## src/rtl/boundary_strip_if.sv

```systemverilog
// ============================================================================
// Module      : boundary_strip_if
// Description : Pixel stream bundle for boundary_strip (padded in, interior out).
// Revision    : 1.0 - initial release
// ============================================================================
`default_nettype none

interface boundary_strip_if #(
    parameter int dataWidth = 24
);
    logic                 iValid;
    logic [dataWidth-1:0] iData;
    logic                 oValid;
    logic [dataWidth-1:0] oData;
    logic                 oSof;
    logic                 oEol;
    logic                 oEof;
    logic [15:0]          oXCnt;
    logic [15:0]          oYCnt;
    logic                 oDone;
    logic                 oPadErr;

    modport master (
        output iValid, iData,
        input  oValid, oData, oSof, oEol, oEof, oXCnt, oYCnt, oDone, oPadErr
    );

    modport slave (
        input  iValid, iData,
        output oValid, oData, oSof, oEol, oEof, oXCnt, oYCnt, oDone, oPadErr
    );
endinterface

`default_nettype wire

```

## src/rtl/boundary_strip.sv

```systemverilog
// ============================================================================
// Module      : boundary_strip
// Description : Strips the zero-padding ring from a padded raster stream and
//               tags interior pixels with markers and coordinates.
//               Optional pad-content check: BOUNDARY_STRIP_PADCHECK_EN.
// Revision    : 1.0 - initial release
// ============================================================================
`default_nettype none

module boundary_strip #(
    parameter int width      = 320,
    parameter int height     = 240,
    parameter int kernelSize = 7,
    parameter int dataWidth  = 24
) (
    input  wire logic        clk,
    input  wire logic        reset,
    boundary_strip_if.slave  bus
);
    localparam int B  = (kernelSize - 1) / 2;
    localparam int WP = width + 2 * B;
    localparam int HP = height + 2 * B;

    localparam logic [15:0] cB       = 16'(B);
    localparam logic [15:0] cLastX   = 16'(WP - 1);
    localparam logic [15:0] cLastY   = 16'(HP - 1);
    localparam logic [15:0] cTopEnd  = 16'(B - 1);
    localparam logic [15:0] cBodyEnd = 16'(B + height - 1);
    localparam logic [15:0] cXEnd    = 16'(B + width);
    localparam logic [15:0] cEolX    = 16'(B + width - 1);

    typedef enum logic [1:0] {
        TOP    = 2'd0,
        BODY   = 2'd1,
        BOTTOM = 2'd2
    } stateType;

    // Without padding there is nothing to strip, so the FSM never leaves BODY.
    localparam stateType cResetState = (B == 0) ? BODY : TOP;

    stateType             rState;
    stateType             wStateNext;
    logic [15:0]          rInX;
    logic [15:0]          rInY;
    logic                 wLastX;
    logic                 wLastY;
    logic                 wXLow;
    logic                 wKeep;

    logic                 rValid;
    logic [dataWidth-1:0] rData;
    logic                 rSof;
    logic                 rEol;
    logic                 rEof;
    logic [15:0]          rXCnt;
    logic [15:0]          rYCnt;
    logic                 rDone;

    assign wLastX = (rInX == cLastX);
    assign wLastY = (rInY == cLastY);

    generate
        if (B == 0) begin : g_noPad
            assign wXLow = 1'b1;
        end else begin : g_pad
            assign wXLow = (rInX >= cB);
        end
    endgenerate

    assign wKeep = (rState == BODY) && wXLow && (rInX < cXEnd);

    always_ff @(posedge clk) begin
        if (reset) begin
            rInX <= 16'd0;
            rInY <= 16'd0;
        end else if (bus.iValid) begin
            if (wLastX) begin
                rInX <= 16'd0;
                rInY <= wLastY ? 16'd0 : rInY + 16'd1;
            end else begin
                rInX <= rInX + 16'd1;
            end
        end
    end

    always_ff @(posedge clk) begin
        if (reset) begin
            rState <= cResetState;
        end else begin
            rState <= wStateNext;
        end
    end

    always_comb begin
        wStateNext = rState;
        if (bus.iValid && wLastX) begin
            case (rState)
                TOP:     if (rInY == cTopEnd)  wStateNext = BODY;
                BODY:    if (rInY == cBodyEnd) wStateNext = (B == 0) ? BODY : BOTTOM;
                BOTTOM:  if (wLastY)           wStateNext = TOP;
                default: wStateNext = cResetState;
            endcase
        end
    end

    always_ff @(posedge clk) begin
        if (reset) begin
            rValid <= 1'b0;
            rData  <= '0;
            rSof   <= 1'b0;
            rEol   <= 1'b0;
            rEof   <= 1'b0;
            rXCnt  <= 16'd0;
            rYCnt  <= 16'd0;
            rDone  <= 1'b0;
        end else begin
            rDone  <= bus.iValid && wLastX && wLastY;
            rValid <= bus.iValid && wKeep;
            if (bus.iValid && wKeep) begin
                rData <= bus.iData;
                rXCnt <= rInX - cB;
                rYCnt <= rInY - cB;
                rSof  <= (rInX == cB) && (rInY == cB);
                rEol  <= (rInX == cEolX);
                rEof  <= (rInX == cEolX) && (rInY == cBodyEnd);
            end else begin
                rSof  <= 1'b0;
                rEol  <= 1'b0;
                rEof  <= 1'b0;
            end
        end
    end

`ifdef BOUNDARY_STRIP_PADCHECK_EN
    logic rPadErr;

    // Sticky: any non-zero discarded pixel flags the upstream padder as faulty.
    always_ff @(posedge clk) begin
        if (reset) begin
            rPadErr <= 1'b0;
        end else if (bus.iValid && !wKeep && (bus.iData != '0)) begin
            rPadErr <= 1'b1;
        end
    end

    assign bus.oPadErr = rPadErr;
`else
    assign bus.oPadErr = 1'b0;
`endif

    assign bus.oValid = rValid;
    assign bus.oData  = rData;
    assign bus.oSof   = rSof;
    assign bus.oEol   = rEol;
    assign bus.oEof   = rEof;
    assign bus.oXCnt  = rXCnt;
    assign bus.oYCnt  = rYCnt;
    assign bus.oDone  = rDone;

endmodule

`default_nettype wire

```

## src/flat_wrapper.sv

```systemverilog
// flat-port wrapper written by rule: the top's interface ports become plain ports
module boundary_strip_flat 
#(
    parameter int width      = 320,
    parameter int height     = 240,
    parameter int kernelSize = 7,
    parameter int dataWidth  = 24
)
  (clk, reset, bus_iValid, bus_iData, bus_oValid, bus_oData, bus_oSof, bus_oEol, bus_oEof, bus_oXCnt, bus_oYCnt, bus_oDone, bus_oPadErr);
  boundary_strip_if #(.dataWidth(dataWidth)) bus_i ();
  input  wire logic clk;
  input  wire logic reset;
  input wire logic [$bits(bus_i.iValid)-1:0] bus_iValid;
  input wire logic [$bits(bus_i.iData)-1:0] bus_iData;
  output wire logic [$bits(bus_i.oValid)-1:0] bus_oValid;
  output wire logic [$bits(bus_i.oData)-1:0] bus_oData;
  output wire logic [$bits(bus_i.oSof)-1:0] bus_oSof;
  output wire logic [$bits(bus_i.oEol)-1:0] bus_oEol;
  output wire logic [$bits(bus_i.oEof)-1:0] bus_oEof;
  output wire logic [$bits(bus_i.oXCnt)-1:0] bus_oXCnt;
  output wire logic [$bits(bus_i.oYCnt)-1:0] bus_oYCnt;
  output wire logic [$bits(bus_i.oDone)-1:0] bus_oDone;
  output wire logic [$bits(bus_i.oPadErr)-1:0] bus_oPadErr;
  assign bus_i.iValid = bus_iValid;
  assign bus_i.iData = bus_iData;
  assign bus_oValid = bus_i.oValid;
  assign bus_oData = bus_i.oData;
  assign bus_oSof = bus_i.oSof;
  assign bus_oEol = bus_i.oEol;
  assign bus_oEof = bus_i.oEof;
  assign bus_oXCnt = bus_i.oXCnt;
  assign bus_oYCnt = bus_i.oYCnt;
  assign bus_oDone = bus_i.oDone;
  assign bus_oPadErr = bus_i.oPadErr;
  boundary_strip #(.width(width), .height(height), .kernelSize(kernelSize), .dataWidth(dataWidth)) u_core (.clk(clk), .reset(reset), .bus(bus_i));
endmodule
```

## config.mk

```make
export PLATFORM = sky130hd
export DESIGN_NAME = boundary_strip_flat
export DESIGN_NICKNAME = d
export VERILOG_FILES = /design/src/rtl/boundary_strip_if.sv /design/src/rtl/boundary_strip.sv /design/src/flat_wrapper.sv
export SDC_FILE = /design/constraint.sdc
export NUM_CORES = 1
export LEC_CHECK = 0
export CORE_ASPECT_RATIO = 0.9
export CORE_MARGIN = 2
export CORE_UTILIZATION = 40
export CTS_CLUSTER_DIAMETER = 40
export DETAILED_ROUTE_END_ITERATION = 8
export RECOVER_POWER = 25
export SLEW_MARGIN = 30
export SYNTH_ARGS = -nofsm -noshare
export SYNTH_HDL_FRONTEND = slang
export SYNTH_SLANG_ARGS = --single-unit
```

## constraint.sdc

```tcl
create_clock -name clk -period 3.1 [get_ports clk]
set_input_delay 0.31 -clock clk [delete_from_list [all_inputs] [get_ports clk]]
set_output_delay 0.31 -clock clk [all_outputs]
set_load 0.02 [all_outputs]
```

==> summary.txt <==
Clock tree
  • TritonCTS clock tree: yes
  • # H-tree levels: 3
  • CTS buffer count: 9
  • Sink Count: 95
  • Post-CTS Hold Buffers: 0
  • Skew-Pair Late Insertion Delay: 340 ps
  • Clock tree buffer depth: 2
  • Post-CTS sizing: 0
  • CTS root buf: clkbuf_16
  • Post-CTS Setup Bufs: 0
  • Worst-path clk slew: 70 ps

Critical path
  • Max incr delay on CP: 620 ps
  • Worst endpoint data arrival time: 2620 ps
  • Worst-path fanout max: 27
  • Worst R2R Setup Slack: 760 ps
  • Cell family with most CP delay: simple AND/OR/NAND/NOR gates
  • CP max stage cell: or4_4
  • Kind of end point of the critical path: flip-flop
  • Setup Crit Path Kind: reg -> reg
  • WP data required: 3390 ps
  • Worst Path Buf+Inv: 0
  • Critical-path cell list: ha_1, and4b_1, or4_4, nor3_4, a21o_1
  • Setup crit start kind: flip-flop

STA
  • Final Slew Violations: 0
  • F_max: 428.2 MHz
  • Slew of the pin with the lowest slew margin: 624.0 ps
  • Clk_skew: 6.975 ps
  • Setup TNS: 0 ps
  • Final period utilization: 0.7534
  • Final-report hold violation count: 0
  • RSZ-0062 raised after global routing: false
  • Hold slack: 450.3 ps
  • Final critical-path required period: 2335 ps
  • Final setup viols: 0
  • Normalized max-slew margin: 0.5840

Finish
  • Area Overhead vs Synth: 27.29%
  • Final core area utilization: 0.5302
  • Layout cells sized above 1: 0.06457
  • # nets final: 602
  • Reg area: 1902 um2
  • Fillers: 974
  • Antenna diodes: 0
  • Area of the multi-input gates: 2182 um2

Global routing
  • Largest net degree at the start of global routing: 34
  • First-pass GRT wire length: 17.04 mm
  • Antenna violations before repair: 0
  • Overall Global Routing Usage: 0.1825
  • GRT overflow: 0
  • Vias in the first global route: 3340

Route
  • First drt pass iteration count: 4
  • WL final: 10.49 mm
  • Vias per cell: 5.228
  • Drt initial violations: 166
  • Drc violations: 0
  • Wirelength per Cell: 14.95 um
  • Vias: 3670
  • Routed Antenna Nets: 0

Pwr
  • Clk pwr share: 0.471
  • Power, Total: 2.493 mW
  • Pwr Density: 453.1 nW/um2
  • Switching pwr: 0.5181 mW
  • Sequential Power Share: 0.493
  • VDD IR-drop max: 0.2697 mV
  • Switch share: 0.2078
  • Gate power share: 0.036
  • Pint: 1.975 mW
  • Lkg Pwr: 2.048 nW

Logic synthesis
  • Post-synthesis sequential area ratio: 0.4399
  • Syn Nets: 542
  • Post-Syn Area per Cell: 8.493 um2
  • Distinct cells, synth: 45
  • Post-Syn Instances: 509
  • Mapped Area: 4323 um2
  • #FFs+latches synth: 95
  • Yosys warns: 0

Placement
  • Post-DP HPWL: 7.538 mm
  • Port-buffer cells: 87
  • GP Congestion: 0.8149

Job
  • Max_cap viols: 0

Run status
  • Status: finished, final reports clean

Die
  • Die Span Y: 102.6 um
  • Die area: 11660 um2
  • Cell row count: 35
  • Starting Density: 0.4165
  • Core area: 10380 um2
  • I/O pin cnt: 89
  • Die width: 113.6 um

Min path
  • Min-delay worst type: reg -> reg
worst reg2reg max path: stages, from the launching register on:
cell	delay, ps
dfxtp_1	460
ha_1	450
and4b_1	330
or4_4	620
nor3_4	300
a21o_1	130
Yosys cell counts, drive strengths merged:
library cell	n	area, um2
or4	4	33.78
nor4	16	178.9
nand2	69	261.5
nor4b	2	23.77
or3	4	25.02
o21ai	5	25.02
or2	1	6.260
a211o	1	8.760
nand3	12	60.06
dfxtp	95	1902
and2	6	37.54
a21oi	31	158.9
and3	5	31.28
o31ai	2	15.01
nand3b	1	7.510
o21bai	1	7.510
xnor2	34	297.8
nor3b	1	7.510
ha	6	75.07
nor2	72	270.3
and4	4	35.03
nor3	18	106.4
a21o	5	37.54
a32o	1	10.01
conb	1	3.750
clkbuf	27	101.4
buf	17	107.6
nand4b	2	17.52
and4b	2	20.02
nor2b	1	6.260
xor2	14	122.6
nand4	17	106.4
a211oi	24	185.2
inv	8	30.03
layer usage:
layer | GRT usage | share of wire
met1 | 0.2609 | 0.51
met2 | 0.2759 | 0.42
met3 | 0.04997 | 0.060
met4 | 0.04221 | 0.0088
met5 | 0 | 0
path summary, 6_finish.rpt:
kind	from	endpoint	cells past startpoint
setup / recovery	u_core.rInX[0]	u_core.bus.oXCnt[9]	5
hold / removal	u_core.bus.oData[17]	u_core.bus.oData[17]	2
setup reg to reg	u_core.rInX[0]	u_core.bus.oXCnt[9]	5
hold reg to reg	u_core.bus.oData[17]	u_core.bus.oData[17]	2
sequential cells by signal, indices dropped and copies added, names as in the netlist:
name	count
u_core.bus.oEol	1
u_core.bus.oDone	1
u_core.bus.oValid	1
u_core.bus.oData	24
u_core.bus.oYCnt	16
u_core.bus.oSof	1
u_core.bus.oXCnt	16
u_core.rInX	16
u_core.rState	2
u_core.bus.oEof	1
u_core.rInY	16
cells in the final DEF, fill, tap and decap left out, drive strengths merged, types with 14 or more instances in the layout:
cell	n
a21oi	31
nand2	69
nor2	72
nand4	17
a211oi	24
xnor2	34
nor4	16
dfxtp	95
dlygate4sd3	39
clkdlybuf4s50	47
xor2	14
nor3	18
logic make-up (layout without fill, tap and decap cells):
family,count (synthesis),after routing,synth area share
xor+xnor,48,48,0.09725
other cells,1,1,0.0008675
simple gates,237,237,0.2857
buf+inv,52,116,0.05528
flops,95,95,0.4399
fa+ha+maj,6,6,0.01737
compound gates,70,70,0.1036
power by group through the flow:
stage,Clock (mW),Sequential (mW),Combinational (mW)
detailed placement,0,1.26,0.0898
global placement,0,1.26,0.0902
finish,1.18,1.23,0.0895
global route,1.26,1.23,0.0985
floorplan,0,1.25,0.0480
CTS,1.21,1.23,0.0905
per-stage QoR:
step | cell area (um2) | std cells | setup slack, ps
global route | 5503 | 702 | 588.4
detailed placement | 5186 | 687 | 687.8
finish | 5503 | 702 | 764.5
global placement | 5186 | 687 | 806.9
floorplan | 4323 | 509 | 983.5
CTS | 5503 | 702 | 775.4
area by class of cell:
cell class                      count  area share
Timing Repair Buffer               93      0.1655
Inverter                            8    0.005457
Clock inverter                      6     0.01660
Multi-Input combinational cell    362      0.3965
Clock buffer                        9     0.04093
Tap cell                          129     0.02933
Sequential cell                    95      0.3456
Power figures use the tool's default switching activity.
